**src/rtl/conv_window_scheduler.sv**
```systemverilog
// -----------------------------------------------------------------------------
// conv_window_scheduler
//
// Walks a K x K window over every output pixel of a feature map. For each tap
// it issues an IFMD RAM read (rd_en/rd_addr) together with the kernel
// coefficient index (tap_idx). One cycle later, once the RAM data is valid, it
// drives the MAC strobes (mac_en/mac_clear/mac_last/tap_zero). After the last
// tap of a window it presents the output address on a valid/ready handshake.
// When the final output is accepted it pulses done for one cycle.
//
// Optional feature macro: CONV_PAD_EN
//   defined   : "same" padding. OUT_W = IMG_W, OUT_H = IMG_H. Taps that fall
//               outside the image issue no read and raise tap_zero instead.
//   undefined : "valid" convolution. OUT_W = IMG_W-K+1, OUT_H = IMG_H-K+1.
//               Every tap reads and tap_zero is tied low.
//
// Ports
//   clk        in   sole clock, rising edge
//   rst        in   synchronous active-high reset
//   start      in   frame start level, sampled only in IDLE
//   rd_en      out  IFMD RAM read strobe
//   rd_addr    out  IFMD address, row*IMG_W+col
//   tap_idx    out  kernel coefficient index, ky*K+kx (with rd_en cycle)
//   mac_en     out  MAC accumulate (RAM data valid this cycle)
//   mac_clear  out  first tap of a window: MAC loads instead of accumulating
//   mac_last   out  final tap of a window
//   tap_zero   out  padding tap: MAC adds zero
//   out_valid  out  output result ready
//   out_addr   out  output address, oy*OUT_W+ox
//   out_ready  in   output RAM accepts
//   busy       out  high in every state except IDLE
//   done       out  one-cycle pulse after the final output is accepted
// -----------------------------------------------------------------------------
module conv_window_scheduler #(
    parameter int IMG_W  = 8,
    parameter int IMG_H  = 8,
    parameter int K      = 3,
    parameter int ADDR_W = 8,
    parameter int TAP_W  = 4
) (
    input  logic              clk,
    input  logic              rst,
    input  logic              start,
    output logic              rd_en,
    output logic [ADDR_W-1:0] rd_addr,
    output logic [TAP_W-1:0]  tap_idx,
    output logic              mac_en,
    output logic              mac_clear,
    output logic              mac_last,
    output logic              tap_zero,
    output logic              out_valid,
    output logic [ADDR_W-1:0] out_addr,
    input  logic              out_ready,
    output logic              busy,
    output logic              done
);

`ifdef CONV_PAD_EN
    localparam int OUT_W = IMG_W;
    localparam int OUT_H = IMG_H;
    localparam int PAD   = (K - 1) / 2;
`else
    localparam int OUT_W = IMG_W - K + 1;
    localparam int OUT_H = IMG_H - K + 1;
    localparam int PAD   = 0;
`endif

    // Source coordinates are signed and one bit wider than an address so that
    // taps left of / above the image come out negative.
    localparam int SW = ADDR_W + 1;

    localparam logic [ADDR_W-1:0]    IMG_W_A    = ADDR_W'(IMG_W);
    localparam logic [ADDR_W-1:0]    OUT_W_A    = ADDR_W'(OUT_W);
    localparam logic [ADDR_W-1:0]    OUT_X_LAST = ADDR_W'(OUT_W - 1);
    localparam logic [ADDR_W-1:0]    OUT_Y_LAST = ADDR_W'(OUT_H - 1);
    localparam logic [TAP_W-1:0]     K_T        = TAP_W'(K);
    localparam logic [TAP_W-1:0]     K_LAST     = TAP_W'(K - 1);
    localparam logic signed [SW-1:0] PAD_S      = SW'(PAD);
`ifdef CONV_PAD_EN
    localparam logic signed [SW-1:0] IMG_W_S    = SW'(IMG_W);
    localparam logic signed [SW-1:0] IMG_H_S    = SW'(IMG_H);
`endif

    typedef enum logic [2:0] {
        S_IDLE,
        S_FETCH,
        S_WAIT,
        S_EMIT,
        S_DONE
    } state_t;

    state_t state;

    // Window position (ox, oy) and tap position (kx, ky) of the tap currently
    // presented on rd_en/rd_addr/tap_idx.
    logic [ADDR_W-1:0] ox;
    logic [ADDR_W-1:0] oy;
    logic [TAP_W-1:0]  kx;
    logic [TAP_W-1:0]  ky;

    // Tap strobes travelling alongside the read, one stage ahead of the MAC.
    logic vld_p0;
    logic first_p0;
    logic last_p0;
`ifdef CONV_PAD_EN
    logic zero_p0;
`endif

    // Next tap to issue and its decoded read.
    logic                     issue;
    logic                     last_tap;
    logic                     last_out;
    logic [ADDR_W-1:0]        sel_ox;
    logic [ADDR_W-1:0]        sel_oy;
    logic [TAP_W-1:0]         sel_kx;
    logic [TAP_W-1:0]         sel_ky;
    logic signed [SW-1:0]     row;
    logic signed [SW-1:0]     col;
    logic                     inb;
    logic [ADDR_W-1:0]        addr;
    logic [TAP_W-1:0]         tap_num;
    logic [ADDR_W-1:0]        out_lin;

    function automatic logic signed [SW-1:0] src_coord(
        input logic [ADDR_W-1:0] o,
        input logic [TAP_W-1:0]  k
    );
        return $signed({1'b0, o}) + $signed(SW'(k)) - PAD_S;
    endfunction

    always_comb begin
        sel_ox   = ox;
        sel_oy   = oy;
        sel_kx   = kx;
        sel_ky   = ky;
        issue    = 1'b0;
        last_tap = (kx == K_LAST) && (ky == K_LAST);
        last_out = (ox == OUT_X_LAST) && (oy == OUT_Y_LAST);

        case (state)
            S_IDLE: begin
                if (start) begin
                    issue  = 1'b1;
                    sel_ox = '0;
                    sel_oy = '0;
                    sel_kx = '0;
                    sel_ky = '0;
                end
            end
            S_FETCH: begin
                if (!last_tap) begin
                    issue = 1'b1;
                    if (kx == K_LAST) begin
                        sel_kx = '0;
                        sel_ky = ky + 1'b1;
                    end else begin
                        sel_kx = kx + 1'b1;
                    end
                end
            end
            S_EMIT: begin
                if (ox == OUT_X_LAST) begin
                    sel_ox = '0;
                    sel_oy = oy + 1'b1;
                end else begin
                    sel_ox = ox + 1'b1;
                end
                sel_kx = '0;
                sel_ky = '0;
                if (out_ready && !last_out) begin
                    issue = 1'b1;
                end
            end
            default: ;
        endcase

        row = src_coord(sel_oy, sel_ky);
        col = src_coord(sel_ox, sel_kx);
`ifdef CONV_PAD_EN
        inb = (row >= 0) && (row < IMG_H_S) && (col >= 0) && (col < IMG_W_S);
`else
        // Without padding the coordinates are never negative.
        inb = !row[SW-1] && !col[SW-1];
`endif
        addr    = inb ? ADDR_W'(row[ADDR_W-1:0] * IMG_W_A + col[ADDR_W-1:0]) : '0;
        tap_num = TAP_W'(sel_ky * K_T + sel_kx);
        out_lin = ADDR_W'(oy * OUT_W_A + ox);
    end

`ifndef CONV_PAD_EN
    assign tap_zero = 1'b0;
`endif

    always_ff @(posedge clk) begin
        if (rst) begin
            state     <= S_IDLE;
            ox        <= '0;
            oy        <= '0;
            kx        <= '0;
            ky        <= '0;
            rd_en     <= 1'b0;
            rd_addr   <= '0;
            tap_idx   <= '0;
            vld_p0    <= 1'b0;
            first_p0  <= 1'b0;
            last_p0   <= 1'b0;
            mac_en    <= 1'b0;
            mac_clear <= 1'b0;
            mac_last  <= 1'b0;
`ifdef CONV_PAD_EN
            zero_p0   <= 1'b0;
            tap_zero  <= 1'b0;
`endif
            out_valid <= 1'b0;
            out_addr  <= '0;
            busy      <= 1'b0;
            done      <= 1'b0;
        end else begin
            // ---- stage p0 -> p1: MAC strobes trail the read by the RAM latency
            mac_en    <= vld_p0;
            mac_clear <= first_p0;
            mac_last  <= last_p0;
`ifdef CONV_PAD_EN
            tap_zero  <= zero_p0;
`endif

            // ---- stage p0: tap issue
            rd_en    <= 1'b0;
            vld_p0   <= 1'b0;
            first_p0 <= 1'b0;
            last_p0  <= 1'b0;
`ifdef CONV_PAD_EN
            zero_p0  <= 1'b0;
`endif
            if (issue) begin
                ox       <= sel_ox;
                oy       <= sel_oy;
                kx       <= sel_kx;
                ky       <= sel_ky;
                rd_en    <= inb;
                rd_addr  <= addr;
                tap_idx  <= tap_num;
                vld_p0   <= 1'b1;
                first_p0 <= (sel_kx == '0) && (sel_ky == '0);
                last_p0  <= (sel_kx == K_LAST) && (sel_ky == K_LAST);
`ifdef CONV_PAD_EN
                zero_p0  <= !inb;
`endif
            end

            case (state)
                S_IDLE: begin
                    if (start) begin
                        state <= S_FETCH;
                        busy  <= 1'b1;
                    end
                end
                S_FETCH: begin
                    if (last_tap) begin
                        state <= S_WAIT;
                    end
                end
                S_WAIT: begin
                    state     <= S_EMIT;
                    out_valid <= 1'b1;
                    out_addr  <= out_lin;
                end
                S_EMIT: begin
                    if (out_ready) begin
                        out_valid <= 1'b0;
                        if (last_out) begin
                            state <= S_DONE;
                            done  <= 1'b1;
                        end else begin
                            state <= S_FETCH;
                        end
                    end
                end
                S_DONE: begin
                    state <= S_IDLE;
                    done  <= 1'b0;
                    busy  <= 1'b0;
                end
                default: begin
                    state <= S_IDLE;
                end
            endcase
        end
    end

endmodule

```
**config.mk**
```make
export PLATFORM = sky130hd
export DESIGN_NAME = conv_window_scheduler
export DESIGN_NICKNAME = d
export VERILOG_FILES = /design/src/rtl/conv_window_scheduler.sv
export SDC_FILE = /design/constraint.sdc
export NUM_CORES = 1
export LEC_CHECK = 0
export CORE_AREA = 5 5 100 93
export DETAILED_ROUTE_END_ITERATION = 8
export DIE_AREA = 0 0 105 98
export GPL_TIMING_DRIVEN = 0
export PLACE_DENSITY = 0.69
export SLEW_MARGIN = 40
export SYNTH_ARGS = -nofsm -noshare
export SYNTH_HDL_FRONTEND = slang
export SYNTH_SLANG_ARGS = --single-unit
```
**constraint.sdc**
```tcl
create_clock -name clk -period 4.7 [get_ports clk]
set_input_delay 1.175 -clock clk [delete_from_list [all_inputs] [get_ports clk]]
set_output_delay 1.175 -clock clk [all_outputs]
set_load 0.03 [all_outputs]
```
## Yosys cells after proc, flatten, opt, wreduce, memory -nomap -nowiden

Cells that the tools add are included.

- Register bits: 57
- Bits in latches: 0
- Bits in writable memories: 0
- Bits in read-only memories: 0
- Input bits: 4
- Word-level logic and storage cells: 96
- Memories kept: 0

- Add/sub/neg operators: 9
- $mul: 2
- Div/mod/pow operators: 0
- Order comparisons: 0
- Equal/unequal tests: 14
- Shift-type cells: 0
- Mux-type cells: 32
- Bitwise logic cells: 1
- Reductions and logical operators: 20

Operators by type and width:

| operator | number |
|---|---|
| $mux W8 | 5 |
| $pmux W8 S2 | 2 |
| $mux W4 | 6 |
| $pmux W4 S3 | 2 |
| $add A8 B4 Y9 | 2 |
| $add A8 B1 Y8 const B | 2 |
| $add A8 B8 Y8 | 2 |
| $eq A4 B2 Y1 const B | 4 |
| $eq A8 B3 Y1 const B | 2 |
| $mux W3 | 4 |
| $pmux W3 S4 | 1 |
| $add A4 B1 Y4 const B | 2 |
| $logic_not A4 Y1 | 2 |
| $mul A8 B2 Y7 const B | 1 |
| $mux W1 | 8 |
| $ne A2 B2 Y1 const B | 4 |
| $eq A3 B2 Y1 const B | 2 |
| $logic_and A1 B1 Y1 | 6 |
| $pmux W1 S2 | 3 |
| $reduce_and A3 Y1 | 2 |
| $reduce_bool A2 Y1 | 3 |
| $add A4 B4 Y4 | 1 |
| $mul A4 B2 Y4 const B | 1 |
| $reduce_and A2 Y1 | 2 |
| other kinds (7) | 9 |

## Logic depth before layout (Yosys ltp)

- Depth in word-level cells: 8
- Mapped depth: 20
- Gate-level depth less buffers: 20

## Worst setup path before layout

OpenSTA, ideal clock, no wires.

- Kind: input-to-reg
- From: in start
- To: reg rd_addr[7]
- Library setup time: 0.117 ns
- Arrival time: 4.417 ns
- Data required time: 4.583 ns
- Setup slack: 0.167 ns
- Stages: 16
- Path buffers: 1
- Path through: nor4b_2 or2_2 dlygate4sd1_1 o22ai_1 ha_1 a21o_1 a21oi_1 xnor2_1 ha_1 fa_1 a21o_1 a21oi_1 xor2_1 xnor3_1 xnor2_1 a22o_1

- Cells in the longest elaborated chain, start to end: 6
- Elaborated cells between the ends (all ways): 17
- Classes of those cells: add/sub: 3; mux: 11; reduce/logical: 3

Ends and longest elaborated chain:

| what | line | source |
|---|---|---|
| start, declared | 43 | `input logic start,` |
| $mux W8 (*) | 142 | `if (start) begin` |
| $pmux W8 S2 (*) | 140 | `case (state)` |
| net sel_ox[1] | 113 | `logic [ADDR_W-1:0] sel_ox;` |
| $add A8 B4 Y9 (*) | 128 | `return $signed({1'b0, o}) + $signed(SW'(k)) - PAD_S;` |
| parallel branches: the longest is 2 deep, another holds $add A8 B8 Y8 | -- |  |
| $mux W8 (*) | 185 | `addr = inb ? ADDR_W'(row[ADDR_W-1:0] * IMG_W_A + col[ADDR_W-1:0]) : '0;` |
| end signal, assigned | 241 | `rd_addr <= addr;` |
| end, declared | 45 | `output logic [ADDR_W-1:0] rd_addr,` |

Mark *: on every way through the listed nets, which the timed path passes.
A chain may end at the register's enable or synchronous reset.

## Final worst setup path

Ends and elaborated chain as after synthesis.

==> impl_metrics.json <==
{
  "status": "finished clean",
  "insertion_delay_ns": 0.34,
  "hold_class": "flop to flop",
  "finalSetupViolations": 0,
  "cts_buffers": 9,
  "period_needed_ns": 4.52,
  "end_kind": "flop",
  "fmax_mhz": 221,
  "slew_headroom_pct": 51.3,
  "worstPathMaxFanout": 7,
  "num_vias": 3141,
  "period_share_pct": 96.2,
  "gp_congestion": 0.906,
  "syn_area_um2": 3730,
  "synth_area_per_cell_um2": 8.90,
  "die_y_um": 98,
  "rows": 32,
  "ys_ff_latch": 57,
  "placed_area_um2": 4150,
  "clkTransAtPathRegs_ns": 0.07,
  "drive_above_1_share_pct": 14.7,
  "wl_per_cell_um": 16.1,
  "p_per_area_nw_per_um2": 240,
  "p_clk_share_pct": 45.5,
  "rsz0062_at_grt": "false",
  "grt_max_degree": 11,
  "slew_viol_final": 0,
  "seqCellArea_um2": 1140,
  "place_hpwl_um": 6700,
  "yosys.cell_types.count": 63,
  "yosys_most_used_dff": "dfxtp_1",
  "area_delta_synth_final_pct": 19.9,
  "clockBufferDepth": 2,
  "final_area_um2": 4470,
  "final_nets": 514,
  "synth-async-reset-ratio_pct": 0,
  "synth_cells": 419,
  "yosys_warnings": 0,
  "core-area_um2": 8250,
  "drt_iter0_markers": 197,
  "hold_violations": 0,
  "antennaDiodeCount": 0,
  "ios": 32,
  "worstSetupPathType": "input port to flop",
  "cts-root-buf": "clkbuf_8",
  "p_switching_uw": 260,
  "die_area_um2": 10300,
  "tightest_slew_ns": 0.723,
  "cts_tree": "done",
  "ant_nets": 0,
  "critPathRequiredTime_ns": 4.93,
  "routed_wl_um": 9210,
  "drc": 0,
  "htreeDepth": 3,
  "fin_skew_ns": 0.00858,
  "combPwrFrac_pct": 8.6,
  "p_total_mw": 1.07,
  "postLayoutSetupSlackWorst_ns": 0.181,
  "yosysSeqAreaShare_pct": 30.6,
  "intPower_uw": 814,
  "setup_tns_ns": 0,
  "cts_num_sinks": 57,
  "grt_pass1_vias": 2966,
  "leakage_nw": 1.92,
  "switching_share_pct": 24.2,
  "n_fill_cell": 743,
  "port_buffers": 29,
  "cap_violations": 0,
  "syn_nets": 469,
  "synth_edf_count": 0,
  "post_drt_via_cell_ratio": 5.50,
  "hold_buffers": 0,
  "post-place-ws_ns": -0.843,
  "die_x_um": 105,
  "grt_pass1_wl_um": 14800,
  "gr-total-overflow": 0,
  "cp.arrival_ns": 4.75,
  "multi_input_area_um2": 2450,
  "track_usage_pct": 17.9,
  "first_pass_iters": 4,
  "setup.worst_path.start_class": "input port",
  "antenna_found_initial": 0,
  "hold_ws_ns": 0.436,
  "start_util_pct": 45.2,
  "ir_drop_mv": 0.170,
  "power_frac_seq_pct": 46.0
}
==> area by class of cell <==
type | instances | share of cell area (%)
timing repair buffer | 35 | 7.47
multi-input combinational | 321 | 54.7
buffer | 19 | 2.99
inverter | 21 | 1.76
clock inverter | 2 | 0.784
sequential | 57 | 25.5
tap | 102 | 2.85
clock buffer | 14 | 3.86
==> power groups by stage <==
stage | logic (mW) | registers, mW | clock network (mW)
global placement | 0.0835 | 0.504 | 0
global route | 0.0998 | 0.494 | 0.521
finish | 0.0919 | 0.494 | 0.488
floorplan | 0.0487 | 0.512 | 0
detailed placement | 0.0837 | 0.504 | 0
CTS | 0.0874 | 0.494 | 0.500
==> registers in the layout, summed over array words and instances, names as in the netlist <==
register,cells
rd_addr,8
state,3
first_p0,1
ky,4
busy,1
out_addr,8
tap_idx,4
mac_en,1
done,1
ox,8
kx,4
out_valid,1
mac_clear,1
rd_en,1
last_p0,1
oy,8
mac_last,1
vld_p0,1
==> cells in the mapped netlist (3+ instances only) <==
master / number / share of area (%)
clkbuf_1: 4 / 0.40
nor3b_1: 3 / 0.60
dfxtp_1: 57 / 31
nand3_1: 5 / 0.67
ha_1: 38 / 13
nand2_1: 47 / 4.7
inv_1: 20 / 2.0
a21o_1: 12 / 2.4
xor2_1: 8 / 1.9
a22o_1: 24 / 5.6
nor2_1: 19 / 1.9
nand2b_1: 5 / 0.84
o21ai_0: 35 / 4.7
nor3_1: 4 / 0.54
buf_2: 6 / 0.81
a211oi_1: 4 / 0.81
xnor2_1: 20 / 4.7
o31ai_1: 3 / 0.60
a21oi_1: 28 / 3.8
fa_1: 8 / 4.3
a31oi_1: 5 / 0.84
nand4_1: 6 / 1.0
buf_6: 5 / 1.5
nor2b_1: 7 / 1.2
or2_2: 3 / 0.50
==> stage by stage <==
| stage | std cells | utilization (%) |
|---|---|---|
| global route | 571 | 54.2 |
| finish | 571 | 54.2 |
| detailed placement | 550 | 50.3 |
| global placement | 550 | 50.3 |
| floorplan | 419 | - |
| CTS | 567 | 53.3 |
==> critical path, stage by stage <==
cell and delay (ns):
dlygate4sd2_1 0.27, nor4b_4 0.24, buf_4 0.18, nor2_4 0.05
nand2_1 0.06, o21ai_0 0.14, ha_2 0.25, fa_2 0.40
a21o_1 0.19, a21oi_2 0.20, xor2_2 0.11, fa_2 0.37
a21o_1 0.19, a21oi_2 0.15, xor2_1 0.18, xnor3_1 0.25
xnor2_1 0.14, a22o_1 0.20
==> placed cells by master, fill, tap and decap left out, types with 7 or more instances in the layout <==
cell type / netlist / layout
a21o_1: 12 / 12
a21oi_1: 28 / 23
a22o_1: 24 / 24
buf_4: 2 / 8
clkbuf_8: 1 / 13
clkdlybuf4s50_1: 0 / 28
dfxtp_1: 57 / 57
ha_1: 38 / 37
inv_1: 20 / 19
nand2_1: 47 / 47
nor2_1: 19 / 17
o21ai_0: 35 / 31
xnor2_1: 20 / 20
xor2_1: 8 / 7
==> repair_timing <==
item | CTS | global route
endpoints found under the setup margin | 1 | 1
resized for setup | 13 | 11
buffers inserted | 2 | 4
pin swaps | 3 | 4
==> layer usage <==
layer  track usage [%]  share of wire, %  wire, um
met4              6.88               1.0        94
met2              28.1                47      4300
met3              4.76               5.4       493
met5                 0                 0         0
met1              23.5                47      4330
==> cells by family (layout without fill, tap and decap cells) <==
group,count (synthesis),in the layout,synth area share (%)
flip-flops,57,57,30.6
other,1,1,0.101
adder cells (fa/ha/maj),46,46,17.0
AO/OA/AOI/OAI,124,124,21.8
AND/OR/NAND/NOR,120,120,17.1
buffers and inverters,41,91,5.94
multiplexers,1,1,0.268
XOR/XNOR,29,29,7.18
==> final timing paths <==
kind | startpoint | end | slack [ns] | cells past startpoint
setup / recovery | start | rd_addr[7]$_SDFFE_PP0P_ | 0.18 | 18
hold / removal | last_p0$_SDFF_PP0_ | mac_last$_SDFF_PP0_ | 0.44 | 1
setup reg to reg | ox[0]$_SDFFE_PP0P_ | rd_addr[7]$_SDFFE_PP0P_ | 0.23 | 16
hold reg to reg | last_p0$_SDFF_PP0_ | mac_last$_SDFF_PP0_ | 0.44 | 1
(Power assumes the default switching activity.)
